`config.mk`:
```
export PLATFORM = sky130hd
export DESIGN_NAME = fft_bin_serializer_flat
export DESIGN_NICKNAME = d
export VERILOG_FILES = /design/src/rtl/fft_bin_serializer_if.sv /design/src/rtl/fft_bin_serializer.sv /design/src/flat_wrapper.sv
export SDC_FILE = /design/constraint.sdc
export NUM_CORES = 1
export LEC_CHECK = 0
export CAP_MARGIN = 0
export CORE_MARGIN = 5
export CORE_UTILIZATION = 40
export CTS_BUF_LIST = sky130_fd_sc_hd__clkbuf_4
export CTS_CLUSTER_SIZE = 28
export DETAILED_ROUTE_END_ITERATION = 10
export PLACE_DENSITY_LB_ADDON = 0.1
export SYNTH_ARGS = -nofsm -noshare
export SYNTH_HDL_FRONTEND = slang
export SYNTH_SLANG_ARGS = --single-unit
```
`constraint.sdc`:
```
create_clock -name clk -period 15.92 [get_ports clk]
set_input_delay 1.592 -clock clk [delete_from_list [all_inputs] [get_ports clk]]
set_output_delay 1.592 -clock clk [all_outputs]
set_load 0.03 [all_outputs]
```
`src/rtl/fft_bin_serializer_if.sv`:
```
// Valid/ready beat stream carrying one FFT bin (re, im, magnitude, index, last flag).
// The master drives the beat fields; the slave returns out_ready.
interface fft_bin_serializer_if #(
    parameter int DATA_W = 12,
    parameter int N_BINS = 8
) ();
    localparam int IDX_W = $clog2(N_BINS);

    logic                    out_valid;
    logic                    out_ready;
    logic [DATA_W-1:0]       out_re;
    logic [DATA_W-1:0]       out_im;
    logic [DATA_W:0]         out_mag;
    logic [IDX_W-1:0]        out_idx;
    logic                    out_last;

    modport master (
        output out_valid, out_re, out_im, out_mag, out_idx, out_last,
        input  out_ready
    );

    modport slave (
        input  out_valid, out_re, out_im, out_mag, out_idx, out_last,
        output out_ready
    );
endinterface

```
`src/rtl/fft_bin_serializer.sv`:
```
// Waits out the FFT pipeline after each start, snapshots the parallel bin buses,
// then streams the bins one per handshake together with an |re|+|im| estimate.
module fft_bin_serializer #(
    parameter int DATA_W        = 12,
    parameter int N_BINS        = 8,
    parameter int FFT_LATENCY   = 3,
    parameter int HALF_SPECTRUM = 0
) (
    input  logic                     clk,
    input  logic                     rst,
    input  logic                     start,
    input  logic [N_BINS*DATA_W-1:0] y_r_flat,
    input  logic [N_BINS*DATA_W-1:0] y_i_flat,
    fft_bin_serializer_if.master     m_out,
    output logic                     busy,
    output logic                     overrun
);
    localparam int IDX_W = $clog2(N_BINS);
    localparam int CNT_W = (FFT_LATENCY > 1) ? $clog2(FFT_LATENCY) : 1;
    localparam int LAST  = (HALF_SPECTRUM != 0) ? (N_BINS / 2) : (N_BINS - 1);
    localparam logic [IDX_W-1:0] LAST_IDX  = IDX_W'(LAST);
    localparam logic [CNT_W-1:0] CNT_START = CNT_W'(FFT_LATENCY - 1);

    localparam logic [1:0] S_IDLE   = 2'd0;
    localparam logic [1:0] S_WAIT   = 2'd1;
    localparam logic [1:0] S_STREAM = 2'd2;

    logic [1:0]        r_state;
    logic [CNT_W-1:0]  r_cnt;
    logic [IDX_W-1:0]  r_idx;
    logic              r_overrun;
    logic [DATA_W-1:0] r_buf_re [N_BINS];
    logic [DATA_W-1:0] r_buf_im [N_BINS];

    logic              w_capture;
    logic              w_fire;
    logic              w_last;
    logic [DATA_W-1:0] w_re;
    logic [DATA_W-1:0] w_im;
    logic [DATA_W:0]   w_re_ext;
    logic [DATA_W:0]   w_im_ext;
    logic [DATA_W:0]   w_abs_re;
    logic [DATA_W:0]   w_abs_im;

    assign w_capture = (r_state == S_WAIT) && (r_cnt == '0);
    assign w_fire    = (r_state == S_STREAM) && m_out.out_ready;
    assign w_last    = (r_idx == LAST_IDX);

    // Snapshot buffer: written only on the capture edge, so bus changes during STREAM are invisible.
    genvar gi;
    generate
        for (gi = 0; gi < N_BINS; gi++) begin : g_buf
            always_ff @(posedge clk) begin
                if (rst) begin
                    r_buf_re[gi] <= '0;
                    r_buf_im[gi] <= '0;
                end else if (w_capture) begin
                    r_buf_re[gi] <= y_r_flat[gi*DATA_W +: DATA_W];
                    r_buf_im[gi] <= y_i_flat[gi*DATA_W +: DATA_W];
                end
            end
        end
    endgenerate

    always_ff @(posedge clk) begin
        if (rst) begin
            r_state <= S_IDLE;
            r_cnt   <= '0;
            r_idx   <= '0;
        end else begin
            case (r_state)
                S_IDLE: begin
                    if (start) begin
                        r_state <= S_WAIT;
                        r_cnt   <= CNT_START;
                    end
                end
                S_WAIT: begin
                    if (w_capture) begin
                        r_state <= S_STREAM;
                        r_idx   <= '0;
                    end else begin
                        r_cnt <= r_cnt - CNT_W'(1);
                    end
                end
                S_STREAM: begin
                    if (w_fire) begin
                        if (w_last) begin
                            r_state <= S_IDLE;
                            r_idx   <= '0;
                        end else begin
                            r_idx <= r_idx + IDX_W'(1);
                        end
                    end
                end
                default: r_state <= S_IDLE;
            endcase
        end
    end

    // A start that lands while a frame is in flight (including its final handshake cycle) is dropped.
    always_ff @(posedge clk) begin
        if (rst) begin
            r_overrun <= 1'b0;
        end else if (start && (r_state != S_IDLE)) begin
            r_overrun <= 1'b1;
        end
    end

    assign w_re = r_buf_re[r_idx];
    assign w_im = r_buf_im[r_idx];

    // Absolute values are widened by one bit so the most negative input maps to +2^(DATA_W-1).
    assign w_re_ext = {w_re[DATA_W-1], w_re};
    assign w_im_ext = {w_im[DATA_W-1], w_im};
    assign w_abs_re = w_re[DATA_W-1] ? -w_re_ext : w_re_ext;
    assign w_abs_im = w_im[DATA_W-1] ? -w_im_ext : w_im_ext;

    assign m_out.out_valid = (r_state == S_STREAM);
    assign m_out.out_re    = w_re;
    assign m_out.out_im    = w_im;
    assign m_out.out_mag   = w_abs_re + w_abs_im;
    assign m_out.out_idx   = r_idx;
    assign m_out.out_last  = (r_state == S_STREAM) && w_last;

    assign busy    = (r_state != S_IDLE);
    assign overrun = r_overrun;
endmodule

```
`src/flat_wrapper.sv`:
```
// flat-port wrapper written by rule: the top's interface ports become plain ports
module fft_bin_serializer_flat 
#(
    parameter int DATA_W        = 12,
    parameter int N_BINS        = 8,
    parameter int FFT_LATENCY   = 3,
    parameter int HALF_SPECTRUM = 0
)
  (clk, rst, start, y_r_flat, y_i_flat, busy, overrun, m_out_out_valid, m_out_out_re, m_out_out_im, m_out_out_mag, m_out_out_idx, m_out_out_last, m_out_out_ready);
  fft_bin_serializer_if #(.DATA_W(DATA_W), .N_BINS(N_BINS)) m_out_i ();
  input  logic clk;
  input  logic rst;
  input  logic start;
  input  logic [N_BINS*DATA_W-1:0] y_r_flat;
  input  logic [N_BINS*DATA_W-1:0] y_i_flat;
  output logic busy;
  output logic overrun;
  output wire logic [$bits(m_out_i.out_valid)-1:0] m_out_out_valid;
  output wire logic [$bits(m_out_i.out_re)-1:0] m_out_out_re;
  output wire logic [$bits(m_out_i.out_im)-1:0] m_out_out_im;
  output wire logic [$bits(m_out_i.out_mag)-1:0] m_out_out_mag;
  output wire logic [$bits(m_out_i.out_idx)-1:0] m_out_out_idx;
  output wire logic [$bits(m_out_i.out_last)-1:0] m_out_out_last;
  input wire logic [$bits(m_out_i.out_ready)-1:0] m_out_out_ready;
  assign m_out_out_valid = m_out_i.out_valid;
  assign m_out_out_re = m_out_i.out_re;
  assign m_out_out_im = m_out_i.out_im;
  assign m_out_out_mag = m_out_i.out_mag;
  assign m_out_out_idx = m_out_i.out_idx;
  assign m_out_out_last = m_out_i.out_last;
  assign m_out_i.out_ready = m_out_out_ready;
  fft_bin_serializer #(.DATA_W(DATA_W), .N_BINS(N_BINS), .FFT_LATENCY(FFT_LATENCY), .HALF_SPECTRUM(HALF_SPECTRUM)) u_core (.clk(clk), .rst(rst), .start(start), .y_r_flat(y_r_flat), .y_i_flat(y_i_flat), .m_out(m_out_i), .busy(busy), .overrun(overrun));
endmodule
```
==> out/summary.txt <==
r2r setup slk = 12400 ps
Post-synth EDFFs = 192
initial antenna violation count = 9
Min-Delay Path Class = flop to flop
total negative setup slack = 0 ps
Clock Skew = 25.6 ps
I/O pins = 240
die area = 28900 µm²
Final Wtd Congestion = 0.827
Reg power frac = 36.9%
Avg Cell Area, Syn = 13.9 µm²
largest net degree at the start of global routing = 119
# rows = 58
XOR/XNOR share of the synthesized area = 2.14%
Die Ht = 170 µm
Synth Net Count = 954
Yosys top cell area share = 56.4%
Cell variety after synth = 57
DP Worst Slack = 9340 ps
PwrDens = 164 nW/µm²
simple logic cell fraction of the synthesized area = 16.2%
hold path start = u_core.overrun
Synth Cell Area = 10200 µm²
Sw Pwr = 813 µW
Compound-Gate Fraction of Synth Area = 3.72%
Worst setup EP type = output port
register area share after synthesis = 58.5%
deepest clock path buffer count = 3
slowest CP cell = clkdlybuf4s50_1
Syn. warnings = 0
post-DR vias/cell = 4.88
critical-path cell list = buf_4 > mux4_2 > mux2i_1 > nor2_1 > xnor2_1 > ha_1 > nor2b_1 > o21ai_0 > a21boi_1 > o31a_1 > o21ai_1 > xnor2_1 > clkdlybuf4s50_1
worst r2r src = u_core.r_state[1]
critical path class = flop to output port
Worst Tran Pin Value = 1150 ps
nets@finish = 1213
largest cells by area after synthesis = edfxtp_1 (56%), and2_1 (12%), mux4_2 (10%)
Yosys top cell by area = edfxtp_1
Slew Viols, Final = 0
multiplexer area fraction after synthesis = 13.6%
Global Route Usage Sum = 16.5%
TritonCTS buffer count = 52
grt ovf = 0
Fmax = 0.140 GHz
max_slew headroom = 23.0%
core area = 25200 µm²
Worst-Skew Late Latency = 640 ps
Die Wd = 170 µm
Avg WL per Cell = 17.8 µm
Worst path max stage delay = 700 ps
ys flop type = edfxtp_1
Syn-to-layout area delta = 32.4%
Finish-stage setup viols = 0
cell count after synthesis = 736
outcome = finished clean
WHS = 483 ps
fill cell count = 2180
routed wire length = 24300 µm
setup bufs post-CTS = 0
worst hold path depth = 2
first-pass GRT wire length = 37000 µm
ratio of cells with drive above 1 in the final layout = 15.8%
reported max-cap violation count = 0
Root Buffer = clkbuf_4
main combinational cell family by area after synthesis = simple AND/OR/NAND/NOR gates
unrepaired setup endpoints after global routing = no
CTS tree = built
clock power share = 18.7%
area of the multi-input gates = 3950 µm²
CTS HTree Levels = 2
clock sinks = 203
internal power = 1.41 mW
Yosys reg bits = 203
FF/Latch Area = 5990 µm²
Tcrit/Tclk final = 44.9%
Tmin final = 7150 ps
Worst Path Required = 14330 ps
asr flop ratio synth = 0%
R2R depth = 6
nature of the critical path startpoint = flop
crit path DAT = 5560 ps
router iterations before antenna repair = 5
DRT antenna net count = 0
post-CTS sizing = 0
drt first-iter violations = 392
Synth Area in Adders = 2.76%
Reg clk slew, reported paths = 70 ps
Remaining DRCs = 0
Top cell by count, worst path = xnor2_1
Initial Util = 40.6%
worst IR drop on VDD = 0.000278 V
CP Max Fanout = 27
vias in the first global route = 6979
worst setup margin = 8770 ps
DPL Wire Length = 17400 µm
Switching Share = 36.6%
Lkg Pwr = 5.04 nW
# hold bufs at CTS = 0
IO Port Bufs = 239
total number of vias = 6676
Fin. Hold Viols = 0
Comb pwr share = 44.4%
## power groups by stage
stage | clock network, mW | registers [mW] | logic (mW)
after floorplan | 0 | 0.841 | 0.649
after global placement | 0 | 0.830 | 0.988
after detailed placement | 0 | 0.834 | 0.993
after CTS | 0.434 | 0.823 | 0.997
after global routing | 0.464 | 0.835 | 1.07
final | 0.416 | 0.821 | 0.985
## kinds of logic after synthesis
logic type,after synthesis
simple gates,282
xor+xnor,25
compound gates,60
buf+inv,70
flops,203
mux,74
fa+ha+maj,22
## through the flow
step           instance area [µm²]  total power [mW]  utilization (%)  cells
2_1_floorplan                10200              1.49                -    736
3_3_place_gp                 12900              1.82             51.2   1271
3_5_place_dp                 12900              1.83             51.2   1271
4_1_cts                      13500              2.25             53.7   1363
5_1_grt                      13500              2.37             53.8   1366
6_report                     13500              2.22             53.8   1367
## synthesized netlist by cell type, drive strengths merged (4+ instances only)
cell type / n
a21oi: 20
a31oi: 6
and2: 194
buf: 15
clkbuf: 25
dfxtp: 11
edfxtp: 192
ha: 21
inv: 27
mux2: 10
mux2i: 17
mux4: 47
nand2: 16
nand2b: 6
nor2: 31
nor3: 13
nor3b: 4
o21ai: 11
o22ai: 4
xnor2: 17
xor2: 8
## registers in the layout, indices dropped and copies added (netlist names), named ones only
register              cells
u_core.r_state            2
u_core.r_buf_im          96
u_core.r_cnt              2
u_core.r_buf_re          96
u_core.m_out.out_idx      3
u_core.overrun            1
## final timing paths
| check | to |
|---|---|
| max | m_out_out_mag[10] |
| min | u_core.overrun |
| max reg2reg | u_core.r_buf_re[2][11] |
| min reg2reg | u_core.overrun |
## layout make-up
| class | count | area share [%] |
|---|---|---|
| diodes | 4 | 0.0739 |
| well taps | 330 | 3.05 |
| clock buffers | 72 | 3.99 |
| repair buffers | 245 | 18.0 |
| flip-flops and latches | 203 | 44.2 |
| inverters | 30 | 0.832 |
| multi-input cells | 463 | 29.2 |
| clock inverters | 20 | 0.656 |
## layout by cell type (no fill, tap or decap), types with 4 or more instances in the layout
cell	netlist	layout
clkdlybuf4s50_1	0	239
inv_2	5	5
mux2_2	10	10
mux2i_1	11	11
dfxtp_1	11	8
nand2_1	16	16
o21ai_0	7	7
clkbuf_4	0	72
and2_1	194	194
xor2_1	8	8
buf_4	0	6
o22ai_1	4	4
nor3b_1	4	4
inv_1	22	22
diode_2	0	4
mux4_2	47	47
a21oi_1	20	20
clkinv_1	3	16
clkinv_2	0	5
nor2_1	31	30
a31oi_1	6	6
nor3_1	13	13
nand2b_1	6	5
edfxtp_1	192	192
ha_1	21	21
xnor2_1	17	17
## worst max-delay path, delay by kind of cell, from the launching register on
kind	cells	cell delay, ps
fa+ha+maj	1	360
mux	2	1240
simple gates	2	270
flops	1	680
compound gates	4	860
xor+xnor	2	310
buf+inv	2	1190
## routing by layer
metal	routed length, µm	up-vias	GRT usage (%)
met1	10200	3161	21.5
li1	-	3244	-
met2	11500	205	26.0
met4	588	12	5.38
met5	89	-	0
met3	1940	54	5.69
No activity file was read; power rests on OpenSTA's default activity.
